<file path="src/rtl/serdes_test_data_gen.sv">
// Transmit-side SerDes link test pattern generator: fixed-length frames of two
// header words plus counter-stamped payload, with single-shot error injection.
module serdes_test_data_gen #(
   parameter logic        C_CHANNEL_FOR_CPRI_TDM = 1'b0,
   parameter logic [15:0] SYMBOL_CNT_TBL   [0:9] = '{16'd1023, 16'd2047, 16'd2559, 16'd4095,
                                                     16'd5119, 16'd8191, 16'd8191, 16'd10239,
                                                     16'd12287, 16'd24575},
   parameter logic [15:0] TDM_CHIP_CNT_TBL [0:9] = '{16'd3, 16'd7, 16'd9, 16'd15, 16'd19,
                                                     16'd31, 16'd31, 16'd39, 16'd47, 16'd95}
) (
   input  logic        I_txoutclk,
   input  logic        I_txoutrst,
   input  logic        I_gen_en,
   input  logic [3:0]  I_serdes_rate_sel,
   input  logic        I_8b10b_or_64b66b_sel,
   input  logic        I_err_inject,
   output logic [7:0]  O_txctrl,
   output logic [63:0] O_txdata,
   output logic        O_frame_start,
   output logic [15:0] O_frame_cnt,
   output logic        O_inject_done
);

   localparam int unsigned K_W    = 16;
   localparam int unsigned DATA_W = 64;
   localparam int unsigned CTRL_W = 8;
   localparam int unsigned RATE_W = 4;
   localparam int unsigned N_RATE = 10;

   typedef enum logic [1:0] {
      ST_IDLE  = 2'd0,
      ST_RUN   = 2'd1,
      ST_DRAIN = 2'd2
   } state_t;

   state_t              state_q, state_d;
   logic [K_W-1:0]      k_q, k_d;
   logic [RATE_W-1:0]   rate_q, rate_d;
   logic                coding_q, coding_d;
   logic                err_in_q, err_in_d;
   logic                pending_q, pending_d;
   logic [CTRL_W-1:0]   txctrl_q, txctrl_d;
   logic [DATA_W-1:0]   txdata_q, txdata_d;
   logic                frame_start_q, frame_start_d;
   logic [K_W-1:0]      frame_cnt_q, frame_cnt_d;
   logic                inject_done_q, inject_done_d;

   logic [K_W-1:0]      term_c;
   logic                active_c;

   // Terminal word index for the latched rate; unsupported rates never wrap early
   always_comb begin
      term_c = 16'hFFFF;
      for (int i = 0; i < int'(N_RATE); i++) begin
         if (rate_q == RATE_W'(i)) begin
            term_c = C_CHANNEL_FOR_CPRI_TDM ? TDM_CHIP_CNT_TBL[i] : SYMBOL_CNT_TBL[i];
         end
      end
   end

   // Next state, counter, shadow selects and registered word contents
   always_comb begin
      state_d       = state_q;
      k_d           = k_q;
      rate_d        = rate_q;
      coding_d      = coding_q;
      err_in_d      = I_err_inject;
      pending_d     = pending_q | (I_err_inject & ~err_in_q);
      txctrl_d      = '0;
      txdata_d      = '0;
      frame_start_d = 1'b0;
      frame_cnt_d   = frame_cnt_q;
      inject_done_d = 1'b0;
      active_c      = 1'b0;

      case (state_q)
         ST_IDLE: begin
            if (I_gen_en) begin
               state_d  = ST_RUN;
               k_d      = '0;
               rate_d   = I_serdes_rate_sel;
               coding_d = I_8b10b_or_64b66b_sel;
            end
         end
         ST_RUN: begin
            active_c = 1'b1;
            if (k_q == term_c) begin
               k_d      = '0;
               rate_d   = I_serdes_rate_sel;
               coding_d = I_8b10b_or_64b66b_sel;
               if (!I_gen_en) state_d = ST_IDLE;
            end else begin
               k_d = k_q + K_W'(1);
               if (!I_gen_en) state_d = ST_DRAIN;
            end
         end
         ST_DRAIN: begin
            active_c = 1'b1;
            if (k_q == term_c) begin
               k_d      = '0;
               rate_d   = I_serdes_rate_sel;
               coding_d = I_8b10b_or_64b66b_sel;
               state_d  = ST_IDLE;
            end else begin
               k_d = k_q + K_W'(1);
            end
         end
         default: begin
            state_d = ST_IDLE;
            k_d     = '0;
         end
      endcase

      if (active_c) begin
         if (k_q == K_W'(0)) begin
            txctrl_d      = coding_q ? 8'h80 : 8'h01;
            txdata_d      = coding_q ? 64'hFD50505050505050 : 64'h50505050505050BC;
            frame_start_d = 1'b1;
            frame_cnt_d   = frame_cnt_q + K_W'(1);
         end else if (k_q == K_W'(1)) begin
            txctrl_d = coding_q ? 8'h01 : 8'h00;
            txdata_d = coding_q ? 64'h50505050505050FB : 64'h5050505050505050;
         end else begin
            txctrl_d = 8'h00;
            txdata_d = {k_q, 16'h0000, k_q, k_q};
            // Payload only: headers must stay intact for the checker to lock
            if (pending_q) begin
               txdata_d[0]   = ~txdata_d[0];
               inject_done_d = 1'b1;
               pending_d     = 1'b0;
            end
         end
      end
   end

   always_ff @(posedge I_txoutclk) begin
      if (I_txoutrst) begin
         state_q       <= ST_IDLE;
         k_q           <= '0;
         rate_q        <= '0;
         coding_q      <= 1'b0;
         err_in_q      <= 1'b0;
         pending_q     <= 1'b0;
         txctrl_q      <= '0;
         txdata_q      <= '0;
         frame_start_q <= 1'b0;
         frame_cnt_q   <= '0;
         inject_done_q <= 1'b0;
      end else begin
         state_q       <= state_d;
         k_q           <= k_d;
         rate_q        <= rate_d;
         coding_q      <= coding_d;
         err_in_q      <= err_in_d;
         pending_q     <= pending_d;
         txctrl_q      <= txctrl_d;
         txdata_q      <= txdata_d;
         frame_start_q <= frame_start_d;
         frame_cnt_q   <= frame_cnt_d;
         inject_done_q <= inject_done_d;
      end
   end

   assign O_txctrl      = txctrl_q;
   assign O_txdata      = txdata_q;
   assign O_frame_start = frame_start_q;
   assign O_frame_cnt   = frame_cnt_q;
   assign O_inject_done = inject_done_q;

endmodule

</file>
<file path="config.mk">
export PLATFORM = sky130hd
export DESIGN_NAME = serdes_test_data_gen
export DESIGN_NICKNAME = d
export VERILOG_FILES = /design/src/rtl/serdes_test_data_gen.sv
export SDC_FILE = /design/constraint.sdc
export NUM_CORES = 1
export LEC_CHECK = 0
export BUFFER_PORTS_ARGS = -buffer_cell sky130_fd_sc_hd__buf_2
export CORE_ASPECT_RATIO = 1.2
export CORE_MARGIN = 2
export CORE_UTILIZATION = 30
export CTS_CLUSTER_DIAMETER = 60
export DETAILED_ROUTE_END_ITERATION = 16
export GPL_TIMING_DRIVEN = 0
export MAX_ROUTING_LAYER = met4
export PLACE_DENSITY = 0.52
export SKIP_CTS_REPAIR_TIMING = 1
export SYNTH_ARGS = -nofsm -noshare
export SYNTH_HDL_FRONTEND = slang
export SYNTH_SLANG_ARGS = --single-unit
</file>
<file path="constraint.sdc">
create_clock -name I_txoutclk -period 2.35 [get_ports I_txoutclk]
set_clock_uncertainty 0.15 [all_clocks]
set_input_delay 0.3525 -clock I_txoutclk [delete_from_list [all_inputs] [get_ports I_txoutclk]]
set_output_delay 0.3525 -clock I_txoutclk [all_outputs]
set_load 0.02 [all_outputs]
</file>
==> impl_metrics.json <==
{
  "insertedDiodeCount": 0,
  "clock_sink_count": 74,
  "cell_count_after_synthesis": 405,
  "outcome": "finished with violations",
  "fin_worst_hold_slack_ns": 0.0890,
  "netlist.top_cell.by_area": "sky130_fd_sc_hd__dfxtp_1",
  "initial_antenna_violation_count": 0,
  "clock_power_share_pct": 34.9,
  "numPortBuffers": 80,
  "max-vdd-ir-drop_v": 0.000395,
  "timing.final.hold_violations": 0,
  "layoutNonFillerInstCount": 679,
  "routed_wirelength_um": 8610,
  "share_comb_of_total_power_pct": 30.8,
  "synthDominantCellAreaShare_pct": 41.8,
  "grt_first_pass_wirelength_um": 12700,
  "met3_usage_pct": 2.66,
  "max_slew.worst_pin.slew_ns": 0.527,
  "post_synth_instance_area_mm2": 0.00354,
  "power.share.sequential_pct": 34.3,
  "clk-insertion-delay-late_ns": 0.33,
  "fp_rows": 43,
  "clock_edge_transition_at_the_registers_on_the_reported_setup_and_hold_paths_ns": 0.06,
  "violations_in_the_final_reports": "setup timing",
  "pre_cts_slack_ns": -0.250,
  "gp_routability_congestion": 0.801,
  "worstPathMaxFanout": 5,
  "cts-root-buf": "sky130_fd_sc_hd__clkbuf_16",
  "synth.ff_latch_count": 74,
  "yosys_most_used_dff": "sky130_fd_sc_hd__dfxtp_1",
  "grt_start_max_net_pins": 14,
  "fp.dieW_um": 103,
  "number_of_top_level_pins": 99,
  "global_route.overflow_total": 0,
  "setup_repair_after_global_routing_missed_its_margin": "yes",
  "drive_gt1_share_pct": 36.2,
  "final_net_count": 533,
  "cap_viol_max_count": 0,
  "cp-end-kind": "flop",
  "drt_pass1_iterations": 4,
  "cts.path.max_buffers": 2,
  "area_growth_pct": 33.5,
  "finalCritPeriodShare_pct": 107,
  "timing.final.max_slew_violations": 0,
  "crit_path_max_incr_delay_ns": 0.45,
  "grt.total_usage_pct": 13.3,
  "place.detailed.instances": 659,
  "total_power_mw": 4.26,
  "antenna_left": 0,
  "fmaxAchievable_mhz": 398,
  "die_h_um": 123,
  "route.detailed.vias_per_inst": 4.63,
  "setup_violations": 19,
  "part_of_the_yosys_area_used_for_sequential_elements_pct": 41.8,
  "tritoncts.num_buffers": 9,
  "count_of_flip_flops_with_a_built_in_enable_after_synthesis": 0,
  "power_report.internal_total_mw": 2.89,
  "post_synth_main_area_contributors": "sky130_fd_sc_hd__dfxtp_1, sky130_fd_sc_hd__buf_4, sky130_fd_sc_hd__nor2_1",
  "synthMostInstantiatedCell": "sky130_fd_sc_hd__dfxtp_1",
  "p_switching_mw": 1.36,
  "clock_tree.htree_level_count": 3,
  "dp.final_hpwl_um": 6360,
  "swShare_pct": 32.1,
  "wl_per_cell_um": 12.7,
  "busiest_layer": "met2",
  "p_per_area_mw_per_mm2": 900,
  "finalSetupTns_ns": -2.12,
  "timing.critical_path.slowest_stage_cell": "sky130_fd_sc_hd__o41a_1",
  "synthArstFlopShare_pct": 0,
  "finalCriticalPeriod_ns": 2.51,
  "cts_tree": "built",
  "number_of_global_route_vias_before_repair": 2625,
  "drtIter0Drc": 137,
  "fin_ws_ns": -0.162,
  "worst_path_most_repeated_cell": "sky130_fd_sc_hd__buf_6",
  "core_area_mm2": 0.0115,
  "timing.critical_path.from_type": "flop",
  "crit_path_arrival_time_ns": 2.59,
  "criticalPathCategory": "reg2reg",
  "power.leakage_nw": 2.19,
  "maxSlewHeadroom_pct": 64.9,
  "netlist_top_cells_count": "sky130_fd_sc_hd__dfxtp_1, sky130_fd_sc_hd__buf_4, sky130_fd_sc_hd__nor2_1",
  "worstHoldPathType": "in2reg",
  "timing.critical_path.required_ns": 2.43,
  "dr_total_vias": 3144,
  "drc_errors": 0,
  "global_route.usage.met1_pct": 16.5,
  "dieArea_mm2": 0.0127,
  "yosys_cell_types": 58,
  "ordered_cell_list_for_the_critical_path": "buf_6 > or3_1 > a31oi_2 > o211ai_1 > o41a_1 > buf_6 > o31a_1 > a22o_1",
  "groute.layer.met2.usage_pct": 21.5,
  "synth_warnings": 0,
  "starting_density_pct": 30.8,
  "postSynthAreaPerCell_um2": 8.75
}
## metal layers
| metal | vias to the layer above | wire length, µm |
|---|---|---|
| li1 | 1583 | - |
| met3 | 7 | 404 |
| met1 | 1471 | 3900 |
| met2 | 83 | 4200 |
| met5 | - | 0 |
| met4 | 0 | 110 |
## placed cells by master, fill, tap and decap left out, types with 3 or more instances in the layout
| cell | Yosys | final |
|---|---|---|
| sky130_fd_sc_hd__clkbuf_1 | 15 | 7 |
| sky130_fd_sc_hd__nor2b_1 | 3 | 3 |
| sky130_fd_sc_hd__a22o_1 | 5 | 5 |
| sky130_fd_sc_hd__nand2_1 | 28 | 28 |
| sky130_fd_sc_hd__xnor2_1 | 6 | 6 |
| sky130_fd_sc_hd__nor4_1 | 5 | 3 |
| sky130_fd_sc_hd__and4_1 | 5 | 3 |
| sky130_fd_sc_hd__or3_1 | 9 | 9 |
| sky130_fd_sc_hd__nor3_1 | 10 | 10 |
| sky130_fd_sc_hd__or2_2 | 8 | 8 |
| sky130_fd_sc_hd__a21oi_1 | 16 | 14 |
| sky130_fd_sc_hd__a21o_1 | 6 | 6 |
| sky130_fd_sc_hd__ha_1 | 7 | 6 |
| sky130_fd_sc_hd__buf_6 | 3 | 5 |
| sky130_fd_sc_hd__nand2b_1 | 3 | 3 |
| sky130_fd_sc_hd__buf_2 | 3 | 80 |
| sky130_fd_sc_hd__clkbuf_16 | 0 | 9 |
| sky130_fd_sc_hd__nand3_2 | 0 | 4 |
| sky130_fd_sc_hd__conb_1 | 1 | 18 |
| sky130_fd_sc_hd__inv_1 | 15 | 15 |
| sky130_fd_sc_hd__xor2_1 | 11 | 11 |
| sky130_fd_sc_hd__nand4_1 | 13 | 13 |
| sky130_fd_sc_hd__o21ai_0 | 12 | 12 |
| sky130_fd_sc_hd__buf_4 | 41 | 49 |
| sky130_fd_sc_hd__dfxtp_2 | 0 | 5 |
| sky130_fd_sc_hd__and2_1 | 3 | 3 |
| sky130_fd_sc_hd__nor2_1 | 36 | 35 |
| sky130_fd_sc_hd__and3_1 | 11 | 11 |
| sky130_fd_sc_hd__dfxtp_1 | 74 | 68 |
| sky130_fd_sc_hd__a31oi_1 | 5 | 4 |
| sky130_fd_sc_hd__or4_1 | 3 | 3 |
| sky130_fd_sc_hd__nand3_1 | 13 | 9 |
## stage by stage
stage	instance area, µm²	utilization, %
after global placement	4200	36.5
after CTS	4530	39.4
final	4730	41.1
after detailed placement	4200	36.5
after global routing	4730	41.1
after floorplan	3610	-
## worst paths after layout
| check | from | end | slack (ns) | cells after the start |
|---|---|---|---|---|
| worst min register to register | O_frame_cnt[15] | O_frame_cnt[15] | 0.33 | 2 |
| worst min-delay path | I_serdes_rate_sel[3] | rate_q[3] | 0.09 | 2 |
| worst max-delay path | rate_q[1] | rate_q[1] | -0.16 | 8 |
| worst max register to register | rate_q[1] | rate_q[1] | -0.16 | 8 |
## flip-flops by register name, summed over array words and instances (netlist names), 2 cells and up
register     flops
k_q             16
state_q          2
rate_q           4
O_frame_cnt     16
O_txctrl         2
O_txdata        29
## power groups by stage
stage          Combinational (mW)  Clock [mW]  Sequential [mW]
6_report                     1.31        1.49             1.46
5_1_grt                      1.42        1.57             1.47
4_1_cts                      1.13        1.53             1.46
3_5_place_dp                 1.12           0             1.48
3_3_place_gp                 1.12           0             1.48
2_1_floorplan               0.761           0             1.56
## critical path, delay by kind of cell, from the launching register on
| kind | cells | cell delay [ns] |
|---|---|---|
| AOI/OAI and AO/OA | 5 | 1.29 |
| and+or+nand+nor | 1 | 0.38 |
| DFF | 1 | 0.32 |
| buffers and inverters | 2 | 0.25 |
## final cells by class
class / count / area [µm²]
clock buffers: 10 / 239
well taps: 157 / 196
fillers: 1204 / 6790
inverters: 15 / 56.3
flip-flops and latches: 74 / 1490
plain buffers: 56 / 407
repair buffers: 90 / 495
clock inverters: 6 / 88.8
multi-input cells: 271 / 1750
## cells by family (layout without fill, tap and decap cells)
logic type	after synthesis	count (layout)	share of synthesized area, %
AOI/OAI and AO/OA	70	70	13.4
xor gates and xnor gates	17	17	4.20
adders and majority gates	7	7	2.47
buffers and inverters	77	177	13.2
DFF	74	74	41.8
muxes	2	2	0.565
other	1	18	0.106
and+or+nand+nor	157	157	24.2
No activity file was read; power rests on OpenSTA's default activity.
